**src/rtl/hpdmc_pkg.sv**
```systemverilog
// hpdmc_pkg -- shared constants for the HPDMC input-delay controller.
//
// Contents:
//   OP_*     command op-codes carried on cmd_op
//   state_t  controller FSM state encoding (also exported on dbg_state)
//
// Build option: HPDMC_IDELAY_CAL_EN adds the CAL / CALWAIT states used by
// the calibrate command. Without it those states do not exist.
package hpdmc_pkg;

  localparam logic [1:0] OP_RST = 2'b00;  // reset delay taps to 0
  localparam logic [1:0] OP_INC = 2'b01;  // step taps up cmd_count times
  localparam logic [1:0] OP_DEC = 2'b10;  // step taps down cmd_count times
  localparam logic [1:0] OP_CAL = 2'b11;  // calibrate (no-op when disabled)

  typedef enum logic [2:0] {
    S_IDLE    = 3'd0,
    S_RST     = 3'd1,
    S_STEP    = 3'd2,
    S_GAP     = 3'd3
`ifdef HPDMC_IDELAY_CAL_EN
    ,
    S_CAL     = 3'd4,
    S_CALWAIT = 3'd5
`endif
  } state_t;

endpackage

```
**src/rtl/hpdmc_idelay_ctl.sv**
```systemverilog
// hpdmc_idelay_ctl -- command-driven controller for a 16-bit input delay
// bank (shared RST/CE/INC/CAL controls). It tracks the tap position so the
// memory controller always knows where the delay lines sit.
//
// Parameters:
//   SETTLE   (1..15)  idle cycles after each tap step
//   CAL_WAIT (1..255) cycles spent waiting after the CAL pulse
//
// Ports:
//   sys_clk, sys_rst         clock, synchronous active-high reset
//   cmd_valid / cmd_ready    command handshake
//   cmd_op [1:0]             00 reset taps, 01 inc, 10 dec, 11 calibrate
//   cmd_count [7:0]          step count for inc/dec
//   done                     one-cycle pulse on the last cycle of a command
//   sat                      sticky: a step was refused at a tap limit
//   tap [7:0]                tracked tap position
//   dly_rst/ce/inc/cal       controls of the delay bank
//   dbg_state [2:0]          current FSM state (state_t encoding)
//
// Handshake: a command transfers on a rising edge where cmd_valid and
// cmd_ready are both high; cmd_op/cmd_count are sampled on that edge.
// cmd_ready is high only in IDLE (and not while sys_rst is asserted).
// done is raised on the final cycle of the busy states, so the earliest
// next transfer is the cycle right after done.
//
// Build option: HPDMC_IDELAY_CAL_EN enables the calibrate sequence;
// without it op 11 completes as a no-op and dly_cal is tied low.
module hpdmc_idelay_ctl
  import hpdmc_pkg::*;
#(
  parameter int SETTLE   = 4,
  parameter int CAL_WAIT = 16
) (
  input  logic       sys_clk,
  input  logic       sys_rst,
  input  logic       cmd_valid,
  output logic       cmd_ready,
  input  logic [1:0] cmd_op,
  input  logic [7:0] cmd_count,
  output logic       done,
  output logic       sat,
  output logic [7:0] tap,
  output logic       dly_rst,
  output logic       dly_ce,
  output logic       dly_inc,
  output logic       dly_cal,
  output logic [2:0] dbg_state
);

  // Out-of-range parameters stop elaboration.
  if (SETTLE < 1 || SETTLE > 15) begin : g_bad_settle
    $error("hpdmc_idelay_ctl: SETTLE must be 1..15");
  end
  if (CAL_WAIT < 1 || CAL_WAIT > 255) begin : g_bad_cal_wait
    $error("hpdmc_idelay_ctl: CAL_WAIT must be 1..255");
  end

  // The wait counter is loaded with length-1 and the state exits at zero,
  // so GAP lasts exactly SETTLE cycles.
  localparam logic [7:0] SETTLE_M1 = 8'(SETTLE - 1);
`ifdef HPDMC_IDELAY_CAL_EN
  localparam logic [7:0] CAL_M1 = 8'(CAL_WAIT - 1);
`endif

  state_t     state_q, state_d;
  logic [7:0] cnt_q;    // GAP / CALWAIT down-counter
  logic [7:0] steps_q;  // tap steps still to issue
  logic       dir_q;    // 1 = increment; 0 for every non-increment command
  logic [7:0] tap_q;
  logic       sat_q;

  logic       accept;
  logic       step_ok;  // STEP issues a real tap move this cycle
  logic       refuse;   // STEP hit a tap limit with steps still pending
  logic       at_limit;

  assign at_limit  = dir_q ? (tap_q == 8'hFF) : (tap_q == 8'h00);
  assign tap       = tap_q;
  assign sat       = sat_q;
  assign dbg_state = state_q;

  always_comb begin
    state_d   = state_q;
    cmd_ready = 1'b0;
    done      = 1'b0;
    dly_rst   = 1'b0;
    dly_ce    = 1'b0;
    dly_inc   = 1'b0;
    dly_cal   = 1'b0;
    accept    = 1'b0;
    step_ok   = 1'b0;
    refuse    = 1'b0;

    if (sys_rst) begin
      // Pulse the bank reset so the physical taps agree with tap = 0.
      dly_rst = 1'b1;
      state_d = S_IDLE;
    end else begin
      case (state_q)
        S_IDLE: begin
          cmd_ready = 1'b1;
          if (cmd_valid) begin
            accept = 1'b1;
            case (cmd_op)
              OP_RST:  state_d = S_RST;
              OP_INC:  state_d = S_STEP;
              OP_DEC:  state_d = S_STEP;
`ifdef HPDMC_IDELAY_CAL_EN
              default: state_d = S_CAL;
`else
              // Calibrate absent: pass through STEP with zero steps,
              // which finishes with done on the next cycle.
              default: state_d = S_STEP;
`endif
            endcase
          end
        end

        S_RST: begin
          dly_rst = 1'b1;
          done    = 1'b1;
          state_d = S_IDLE;
        end

        S_STEP: begin
          dly_inc = dir_q;
          if (steps_q != 8'd0 && !at_limit) begin
            dly_ce  = 1'b1;
            step_ok = 1'b1;
            state_d = S_GAP;
          end else begin
            // Either nothing left to do (count 0 / no-op) or a limit
            // was reached: finish now without touching the bank.
            refuse  = (steps_q != 8'd0);
            done    = 1'b1;
            state_d = S_IDLE;
          end
        end

        S_GAP: begin
          dly_inc = dir_q;
          if (cnt_q == 8'd0) begin
            if (steps_q == 8'd0) begin
              done    = 1'b1;
              state_d = S_IDLE;
            end else begin
              state_d = S_STEP;
            end
          end
        end

`ifdef HPDMC_IDELAY_CAL_EN
        S_CAL: begin
          dly_cal = 1'b1;
          state_d = S_CALWAIT;
        end

        S_CALWAIT: begin
          if (cnt_q == 8'd0) begin
            done    = 1'b1;
            state_d = S_IDLE;
          end
        end
`endif

        default: state_d = S_IDLE;
      endcase
    end
  end

  always_ff @(posedge sys_clk) begin
    if (sys_rst) begin
      state_q <= S_IDLE;
      cnt_q   <= 8'd0;
      steps_q <= 8'd0;
      dir_q   <= 1'b0;
      tap_q   <= 8'd0;
      sat_q   <= 1'b0;
    end else begin
      state_q <= state_d;

      if (accept) begin
        sat_q   <= 1'b0;
        dir_q   <= (cmd_op == OP_INC);
        steps_q <= (cmd_op == OP_INC || cmd_op == OP_DEC) ? cmd_count : 8'd0;
      end

      if (state_q == S_RST) begin
        tap_q <= 8'd0;
      end

      if (step_ok) begin
        tap_q   <= dir_q ? (tap_q + 8'd1) : (tap_q - 8'd1);
        steps_q <= steps_q - 8'd1;
        cnt_q   <= SETTLE_M1;
      end

      if (refuse) begin
        sat_q <= 1'b1;
      end

      if (state_q == S_GAP && cnt_q != 8'd0) begin
        cnt_q <= cnt_q - 8'd1;
      end

`ifdef HPDMC_IDELAY_CAL_EN
      if (state_q == S_CAL) begin
        cnt_q <= CAL_M1;
      end
      if (state_q == S_CALWAIT && cnt_q != 8'd0) begin
        cnt_q <= cnt_q - 8'd1;
      end
`endif
    end
  end

endmodule

```
**config.mk**
```make
export PLATFORM = sky130hd
export DESIGN_NAME = hpdmc_idelay_ctl
export DESIGN_NICKNAME = d
export VERILOG_FILES = /design/src/rtl/hpdmc_pkg.sv /design/src/rtl/hpdmc_idelay_ctl.sv
export SDC_FILE = /design/constraint.sdc
export NUM_CORES = 1
export LEC_CHECK = 0
export CAP_MARGIN = 20
export CELL_PAD_IN_SITES_DETAIL_PLACEMENT = 0
export CELL_PAD_IN_SITES_GLOBAL_PLACEMENT = 2
export CORE_MARGIN = 10
export CORE_UTILIZATION = 33
export DETAILED_ROUTE_END_ITERATION = 10
export PLACE_DENSITY = 0.85
export SETUP_SLACK_MARGIN = 0.4
export SYNTH_ARGS = -nofsm -noshare
export SYNTH_HDL_FRONTEND = slang
export SYNTH_SLANG_ARGS = --single-unit
```
**constraint.sdc**
```tcl
create_clock -name sys_clk -period 5.05 [get_ports sys_clk]
set_clock_uncertainty 0.1 [all_clocks]
set_input_delay 1.01 -clock sys_clk [delete_from_list [all_inputs] [get_ports sys_clk]]
set_output_delay 1.01 -clock sys_clk [all_outputs]
set_load 0.005 [all_outputs]
```
After elaboration in Yosys (flattened, before gate mapping)
Index checks and enable logic that the tools add are counted.
Widths: inputs -> output; s select.
{"block": "totals", "reg_bits": 29, "in_bits": 13, "output_inout_bits": 18, "wordCells": 72}
{"block": "op_classes", "add_sub_neg": 4, "n_eq_ne": 8, "muxes": 37, "n_reduce_logical": 17}
{"op": "$mux 8", "n": 8}
{"op": "$logic_not 8->1", "n": 3}
{"op": "$sub 8x1->8 const B", "n": 3}
{"op": "$mux 1", "n": 22}
{"op": "$reduce_bool 8->1", "n": 2}
{"op": "$pmux 3 s3", "n": 1}
{"op": "$add 8x1->8 const B", "n": 1}
{"op": "$eq 8x8->1 const B", "n": 1}
{"op": "$reduce_bool 2->1", "n": 4}
{"op": "$eq 3x2->1 const B", "n": 2}
{"op": "$mux 2", "n": 3}
{"op": "$mux 3", "n": 2}
{"op": "$ne 2x2->1 const B", "n": 2}
{"op": "$eq 3x1->1 const B", "n": 1}
{"op": "$logic_not 3->1", "n": 1}
{"op": "$pmux 1 s3", "n": 1}
{"op": "$eq 2x1->1 const B", "n": 1}
{"op": "$eq 2x2->1 const B", "n": 1}
{"op": "$logic_and 1x1->1", "n": 2}
{"op": "$logic_not 2->1", "n": 1}
{"op": "$reduce_and 2->1", "n": 1}
{"op": "$reduce_or 2->1", "n": 1}
{"op": "$logic_not 1->1", "n": 1}
{"op": "$logic_or 1x1->1", "n": 1}

Longest topological paths before layout
Gate-level depths: netlist of run 1.
{"block": "depth", "ltp_word": 9, "mapped_depth": 10, "depth_no_buf": 8}

Least setup slack after synthesis of run 1
OpenSTA, ideal clock, no wires.
{"block": "synth_timing", "kind": "register to output", "from": "register steps_q[0]", "to": "output port done", "arrival_ns": 1.866, "required_ns": 3.940, "setup_slack_ns": 2.074, "path_stages_with_launch": 8, "path_buffers": 0, "cell_sequence": "dfxtp_1 inv_1 ha_1 or3b_4 or3_1 nor4_1 o21ai_0 a21oi_1"}
{"block": "synth_between", "elab_chain_len": 5, "elab_cells_between_ends": 8, "classes_between": "mux (5); reduce/logical (3)"}
{"item": "start: declaration", "line_no": "hpdmc_idelay_ctl.sv:67", "text": "logic [7:0] steps_q;"}
{"item": "start signal: assignment", "line_no": "hpdmc_idelay_ctl.sv:185", "text": "steps_q <= (cmd_op == OP_INC || cmd_op == OP_DEC) ? cmd_count : 8'd0;"}
{"item": "start signal: assignment", "line_no": "hpdmc_idelay_ctl.sv:194", "text": "steps_q <= steps_q - 8'd1;"}
{"item": "$logic_not 8->1 / $reduce_bool 8->1 (equally long branches)", "line_no": "hpdmc_idelay_ctl.sv:143, hpdmc_idelay_ctl.sv:127"}
{"item": "$mux 1 / $logic_and 1x1->1 (equally long branches)", "line_no": "hpdmc_idelay_ctl.sv:143, hpdmc_idelay_ctl.sv:127"}
{"item": "$mux 1, on equally long branches", "line_no": "hpdmc_idelay_ctl.sv:142, hpdmc_idelay_ctl.sv:127"}
{"item": "$pmux 1 s3 *", "line_no": "hpdmc_idelay_ctl.sv:99", "text": "case (state_q)"}
{"item": "$mux 1 *", "line_no": "hpdmc_idelay_ctl.sv:94", "text": "if (sys_rst) begin"}
{"item": "end: declaration", "line_no": "hpdmc_idelay_ctl.sv:40", "text": "output logic done,"}
Every way passes the cells marked *; elsewhere a longest branch is shown, timed or not.

Worst setup path after layout of run 1
Ends and elaborated chain as after synthesis.

==> results.json, run 1 <==
{
  "result_of_the_run": "completed",
  "first_pass_grt_wire_length_um": 8130,
  "detail_route.drc_violations": 0,
  "synth_simple_gate_area_share_pct": 28.2,
  "post_synth_fa_ha_maj_area_fraction_pct": 8.68,
  "cap_viol_max_count": 0,
  "p_int_mw": 0.343,
  "cts_repair_resize_count": 0,
  "postSynth.asyncResetShare_pct": 0,
  "post-route-period-util_pct": 78.9,
  "port_buffers": 28,
  "cts-root-buf": "sky130_fd_sc_hd__clkbuf_8",
  "cts.sink_count": 28,
  "timing.critical_path.slowest_stage_cell": "sky130_fd_sc_hd__clkdlybuf4s50_1",
  "synth-xor-area-share_pct": 2.41,
  "die-area_sq_mm": 0.00887,
  "tightest_slew_ns": 0.650,
  "antenna_diode_instance_count": 0,
  "crit_path_cell_trace": "inv_1, ha_1, or3b_4, or3_1, nor4_1, o21ai_0, a21oi_1, clkdlybuf4s50_1",
  "synthFlopType": "sky130_fd_sc_hd__dfxtp_1",
  "cts_hold_repair.buffers": 0,
  "critical_path_arrival_ns": 2.87,
  "setup_total_negative_slack_ns": 0,
  "cp.required_ns": 3.94,
  "synth_area_leaders": "sky130_fd_sc_hd__dfxtp_1 31%, sky130_fd_sc_hd__ha_1 7.6%, sky130_fd_sc_hd__nand3_1 3.6%",
  "power_mw": 0.472,
  "dr_total_vias": 1666,
  "clock_tree.buffer_depth": 2,
  "synth_seq_area_share_pct": 30.9,
  "grt_antenna_before_repair": 0,
  "grt_util_all_layers_pct": 11.0,
  "post-cts-setup-buffers": 0,
  "cp.buffers_inverters": 2,
  "synthesis.area_sq_mm": 0.00182,
  "critPathLaunch": "steps_q[0]",
  "switching_component_of_the_power_mw": 0.129,
  "max_slew_margin_pct": 56.3,
  "timing.critical_path.from_type": "flop",
  "combinational_family_with_the_most_area_after_synthesis": "simple AND/OR/NAND/NOR gates",
  "post-route-min-period_ns": 3.98,
  "cts_inserted_buffers": 3,
  "start_util_pct": 34.9,
  "power_frac_seq_pct": 50.4,
  "mean_cell_area_of_the_mapped_netlist_sq_um": 8.21,
  "ys_seq_elements": 28,
  "timing_worst_setup_path_type": "reg -> out",
  "power_per_cell_area_mw_per_mm2": 215,
  "post_route_cells_drive_above_1_share_pct": 6.94,
  "globalRouteOverflowTotal": 0,
  "power.clock.fraction_pct": 29.9,
  "report.final.setup_viol": 0,
  "critPathMaxFanout": 6,
  "placementRows": 26,
  "max_stage_delay_ns": 0.54,
  "drtIter0Drc": 123,
  "htree_num_levels": 1,
  "clk_pin_slew_ns": 0.10,
  "fp.dieH_um": 94.2,
  "synth.mux.area_fraction_pct": 1.24,
  "clock_latency_ns": 0.27,
  "die-width_um": 94.2,
  "fillers": 539,
  "ff2ff_setup_slack_ns": 2.53,
  "drtPass1Iterations": 4,
  "ant_nets": 0,
  "min-delay-path-class": "reg -> reg",
  "cp-endpoint": "done",
  "critical_path.reg2reg.startpoint": "dir_q",
  "worst-r2r-cell-count": 8,
  "first_global_vias": 1619,
  "wl_um": 4680,
  "fmax_mhz": 251,
  "critical_path_depth_in_cells": 8,
  "end_kind": "output pin",
  "synth.largest_area_cell": "sky130_fd_sc_hd__dfxtp_1",
  "timing.critical_path.max_delay_family": "simple AND/OR/NAND/NOR gates",
  "synth_largest_type_area_fraction_pct": 30.9,
  "timing.final.hold_violations": 0,
  "power.leakage_nw": 0.769,
  "place.detailed.hpwl_um": 3480,
  "viasPerCell": 5.29,
  "yosys_warnings": 0,
  "critical_path.reg2reg.endpoint": "tap[7]",
  "share_comb_of_total_power_pct": 19.7,
  "gp_routability_congestion": 0.765,
  "tritoncts": "yes",
  "number_of_distinct_library_cells_after_synthesis": 53,
  "synthCells": 221,
  "finalNetCount": 271,
  "timing.final.max_slew_violations": 0,
  "synth_compound_gate_area_share_pct": 21.6,
  "synth_enable_flop_cells": 0,
  "number_of_i_o_pins": 31,
  "netSwitchingFraction_pct": 27.3,
  "areaGrowthSynthToFinish_pct": 21.0,
  "maximum_number_of_pins_on_one_net_before_global_route_repair": 22,
  "power.ir.vdd_worst_v": 0.000112,
  "fp.coreArea_sq_mm": 0.00520,
  "avgRoutedWirePerCell_um": 14.9,
  "grt_setup_unrepaired": "no"
}
[area by class of cell]
| cell class | count | area [sq um] | share of cell area, % |
|---|---|---|---|
| clock buffers | 4 | 55.1 | 2.51 |
| multi-input cells | 167 | 1130 | 51.7 |
| well taps | 70 | 87.6 | 3.99 |
| repair buffers | 31 | 303 | 13.8 |
| inverters | 15 | 56.3 | 2.56 |
| flip-flops and latches | 28 | 561 | 25.5 |
[sequential cells by signal, indices dropped and copies added (netlist names)]
signal / flops
cnt_q: 8
dbg_state: 2
dir_q: 1
sat: 1
steps_q: 8
tap: 8
[cell usage in the layout (no fill, tap or decap), types with 6 or more instances in the layout]
cell type and instances:
sky130_fd_sc_hd__clkdlybuf4s50_1 28, sky130_fd_sc_hd__nand2_1 17, sky130_fd_sc_hd__a21oi_1 11, sky130_fd_sc_hd__nand3_1 13, sky130_fd_sc_hd__ha_1 11, sky130_fd_sc_hd__nor3_1 8
sky130_fd_sc_hd__a31oi_1 10, sky130_fd_sc_hd__nor4_1 8, sky130_fd_sc_hd__o21ai_0 6, sky130_fd_sc_hd__dfxtp_1 28, sky130_fd_sc_hd__inv_1 15, sky130_fd_sc_hd__or3_1 8
sky130_fd_sc_hd__nor2_1 17
[power by group through the flow]
stage / sequential (mW) / combinational [mW] / clock, mW
after global placement: 0.243 / 0.0938 / 0
after detailed placement: 0.243 / 0.0932 / 0
after global routing: 0.240 / 0.106 / 0.158
after CTS: 0.238 / 0.0942 / 0.145
after floorplan: 0.239 / 0.0641 / 0
final: 0.238 / 0.0932 / 0.141
[kinds of logic (layout without fill, tap and decap cells)]
family / Yosys count / after routing
and+or+nand+nor: 94 / 94
AOI/OAI and AO/OA: 52 / 52
DFF: 28 / 28
buffers and inverters: 27 / 50
adders and majority gates: 12 / 12
xor gates and xnor gates: 5 / 5
muxes: 2 / 2
other: 1 / 2
[per-layer routing]
metal	GRT usage (%)	wire [um]	part of all wire, %	up-vias
li1	-	-	-	864
met1	15.3	2310	49	770
met2	16.9	2120	45	30
met3	2.80	241	5.2	2
met4	1.77	14	0.30	0
met5	0	0	0	-
[worst min-delay path by stage]
stage          startpoint    endpoint  cells after the start
6_report       steps_q[0]  steps_q[0]                      2
5_1_grt        steps_q[0]  steps_q[0]                      2
4_1_cts        steps_q[0]  steps_q[0]                      2
3_5_place_dp   steps_q[0]  steps_q[0]                      2
3_3_place_gp   steps_q[0]  steps_q[0]                      2
2_1_floorplan  steps_q[6]  steps_q[6]                      2
[metrics by stage]
stage / cells / setup slack (ns) / hold slack (ns) / instance area, sq um / util, %
after floorplan: 222 / 2.07 / 0.355 / 1820 / -
after global placement: 311 / 1.37 / 0.371 / 2140 / 41.2
after detailed placement: 311 / 1.38 / 0.378 / 2140 / 41.2
after CTS: 315 / 1.04 / 0.392 / 2200 / 42.2
after global routing: 315 / 0.737 / 0.412 / 2200 / 42.2
final: 315 / 1.07 / 0.391 / 2200 / 42.2
[tightest hold or removal path, delay by kind of cell, from the launching register on]
family,cells,cell delay [ns]
DFF,1,0.33
and+or+nand+nor,1,0.06
AOI/OAI and AO/OA,1,0.05
[synthesized netlist by cell type (2+ instances only)]
cell type and count:
sky130_fd_sc_hd__a211oi_1 3, sky130_fd_sc_hd__a21o_1 2, sky130_fd_sc_hd__a21oi_1 11, sky130_fd_sc_hd__a22oi_1 2
sky130_fd_sc_hd__a31oi_1 10, sky130_fd_sc_hd__buf_4 2, sky130_fd_sc_hd__buf_6 2, sky130_fd_sc_hd__clkbuf_1 7
sky130_fd_sc_hd__dfxtp_1 28, sky130_fd_sc_hd__ha_1 11, sky130_fd_sc_hd__inv_1 15, sky130_fd_sc_hd__nand2_1 17
sky130_fd_sc_hd__nand2b_1 3, sky130_fd_sc_hd__nand3_1 13, sky130_fd_sc_hd__nand3b_1 2, sky130_fd_sc_hd__nand4_1 3
sky130_fd_sc_hd__nor2_1 17, sky130_fd_sc_hd__nor2b_1 2, sky130_fd_sc_hd__nor3_1 8, sky130_fd_sc_hd__nor3b_1 4
sky130_fd_sc_hd__nor4_1 8, sky130_fd_sc_hd__o211ai_1 3, sky130_fd_sc_hd__o21ai_0 6, sky130_fd_sc_hd__o21bai_1 2
sky130_fd_sc_hd__o31ai_1 2, sky130_fd_sc_hd__or3_1 8, sky130_fd_sc_hd__xnor2_1 4
No activity file was read; power rests on OpenSTA's default activity.
==> run 2, diff against run 1 <==
CORE_UTILIZATION = 31   (was 33)
PLACE_DENSITY = 0.8   (was 0.85)
clock period = 4.1 ns   (was 5.05 ns; I/O delays follow)
==> run 2 against run 1 <==
Against the previous run:
- first-iteration DRC count decreased by 48%
- combinational power grew 23%
- non-clock buffer count grew 1
==> results.json, run 2 (synthesized netlist as in run 1, its figures left out) <==
{
  "fp.coreArea_sq_mm": 0.00561,
  "highest_metal_layer_used_by_the_detailed_router": "met4",
  "placedInstanceArea_sq_mm": 0.00215,
  "critical_path_arrival_ns": 2.57,
  "crit_path_cell_trace": "inv_1, ha_1, or3b_4, o311ai_4, or3_4, nor2_1, clkdlybuf4s50_1",
  "cts.sink_count": 28,
  "critical_path.reg2reg.endpoint": "steps_q[7]",
  "critPathMaxFanout": 21,
  "dpl_worst_slack_ns": 0.659,
  "dp.cells": 314,
  "detail_route.drc_violations": 0,
  "grt_util_all_layers_pct": 10.6,
  "grt_antenna_before_repair": 0,
  "cts_inserted_buffers": 3,
  "post-cts-setup-buffers": 0,
  "fmax_mhz": 287,
  "timing.critical_path.from_type": "flop",
  "worst-r2r-cell-count": 8,
  "layout_setup_ws_ns": 0.612,
  "first_global_vias": 1610,
  "critPathLaunch": "steps_q[0]",
  "min-delay-path-class": "reg -> reg",
  "holdCritStartpoint": "steps_q[0]",
  "clk_pin_slew_ns": 0.10,
  "antenna_diode_instance_count": 0,
  "areaGrowthSynthToFinish_pct": 21.5,
  "report.final.setup_viol": 0,
  "fin_util_pct": 39.3,
  "drtIter0Drc": 64,
  "power.leakage_nw": 0.779,
  "cp-endpoint": "dly_ce",
  "first_pass_grt_wire_length_um": 7910,
  "viasPerCell": 5.20,
  "start_util_pct": 32.4,
  "finalNonFillerCells": 318,
  "fp.dieH_um": 96.5,
  "timing_worst_setup_path_type": "reg -> out",
  "dr_total_vias": 1653,
  "htree_num_levels": 1,
  "die-area_sq_mm": 0.00932,
  "timing.final.hold_violations": 0,
  "detailroute.wirelength.met2_um": 2080,
  "mostFrequentLayoutCell": "sky130_fd_sc_hd__dfxtp_1",
  "tritoncts": "yes",
  "clock_latency_ns": 0.27,
  "number_of_i_o_pins": 31,
  "post-route-min-period_ns": 3.49,
  "power.ir.vdd_worst_v": 0.000180,
  "place.detailed.hpwl_um": 3500,
  "fillers": 618,
  "power_mw": 0.581,
  "end_kind": "output pin",
  "max_stage_delay_ns": 0.46,
  "result_of_the_run": "completed",
  "wl_met3_um": 299,
  "avgRoutedWirePerCell_um": 14.9,
  "timing.hold.ws_ns": 0.392,
  "cp.required_ns": 3.18,
  "ant_nets": 0,
  "drtPass1Iterations": 4,
  "grt_setup_unrepaired": "no",
  "cts-root-buf": "sky130_fd_sc_hd__clkbuf_8",
  "power_per_cell_area_mw_per_mm2": 263,
  "placementRows": 27,
  "die-width_um": 96.5,
  "port_buffers": 28,
  "mostFrequentLayoutCells": "28 x sky130_fd_sc_hd__dfxtp_1, 27 x sky130_fd_sc_hd__clkdlybuf4s50_1, 17 x sky130_fd_sc_hd__nor2_1, 17 x sky130_fd_sc_hd__nand2_1, 15 x sky130_fd_sc_hd__inv_1",
  "post-route-period-util_pct": 85.1,
  "met1Wirelength_um": 2320,
  "gp_routability_congestion": 0.739,
  "cap_viol_max_count": 0,
  "cts_hold_repair.buffers": 0,
  "setup_total_negative_slack_ns": 0,
  "critical_path.reg2reg.startpoint": "steps_q[0]",
  "timing.final.max_slew_violations": 0,
  "globalRouteOverflowTotal": 0,
  "finish.instance_area_sq_mm": 0.00221,
  "finalNetCount": 272,
  "clock_tree.buffer_depth": 2,
  "ff2ff_setup_slack_ns": 1.51,
  "timing.critical_path.slowest_stage_cell": "sky130_fd_sc_hd__clkdlybuf4s50_1",
  "wl_um": 4730,
  "maximum_number_of_pins_on_one_net_before_global_route_repair": 22,
  "post_route_cells_drive_above_1_share_pct": 7.32
}
## run 2: worst min path at each step
| stage | endpoint | slack (ns) | cells after the start |
|---|---|---|---|
| after floorplan | steps_q[6] | 0.36 | 2 |
| after global placement | steps_q[0] | 0.37 | 2 |
| after detailed placement | steps_q[0] | 0.38 | 2 |
| after CTS | steps_q[0] | 0.40 | 2 |
| after global routing | cnt_q[0] | 0.43 | 1 |
| final | steps_q[0] | 0.39 | 2 |
## run 2: what timing repair did
| item | in CTS | in global routing |
|---|---|---|
| hold endpoints to repair | 0 | 0 |
| resized for setup | 1 | 0 |
| endpoints found under the setup margin | 1 | 0 |
## run 2: report_power, final
part	switching, mW	internal [mW]
combinational	0.0584	0.0562
sequential	0.0123	0.280
clock	0.0875	0.0860
## run 2: worst max-delay path, delay by kind of cell (launching register included)
family,cells,cell delay [ns]
AOI/OAI and AO/OA,1,0.32
buffers and inverters,2,0.57
DFF,1,0.33
and+or+nand+nor,3,0.85
adders and majority gates,1,0.21
## run 2: final cells by class
| class | instances | area, sq um | share of cell area, % |
|---|---|---|---|
| Inverter | 15 | 56.3 | 2.55 |
| Tap cell | 72 | 90.1 | 4.08 |
| Sequential cell | 28 | 561 | 25.4 |
| Multi-Input combinational cell | 167 | 1130 | 51.4 |
| Clock buffer | 4 | 55.1 | 2.50 |
| Timing Repair Buffer | 32 | 309 | 14.0 |
## run 2: per-layer routing
metal  vias to the layer above  global-route usage (%)
met5                         -                       0
met4                         0                    1.45
met3                         2                    3.24
met2                        29                    16.9
met1                       759                    14.2
li1                        863                       -
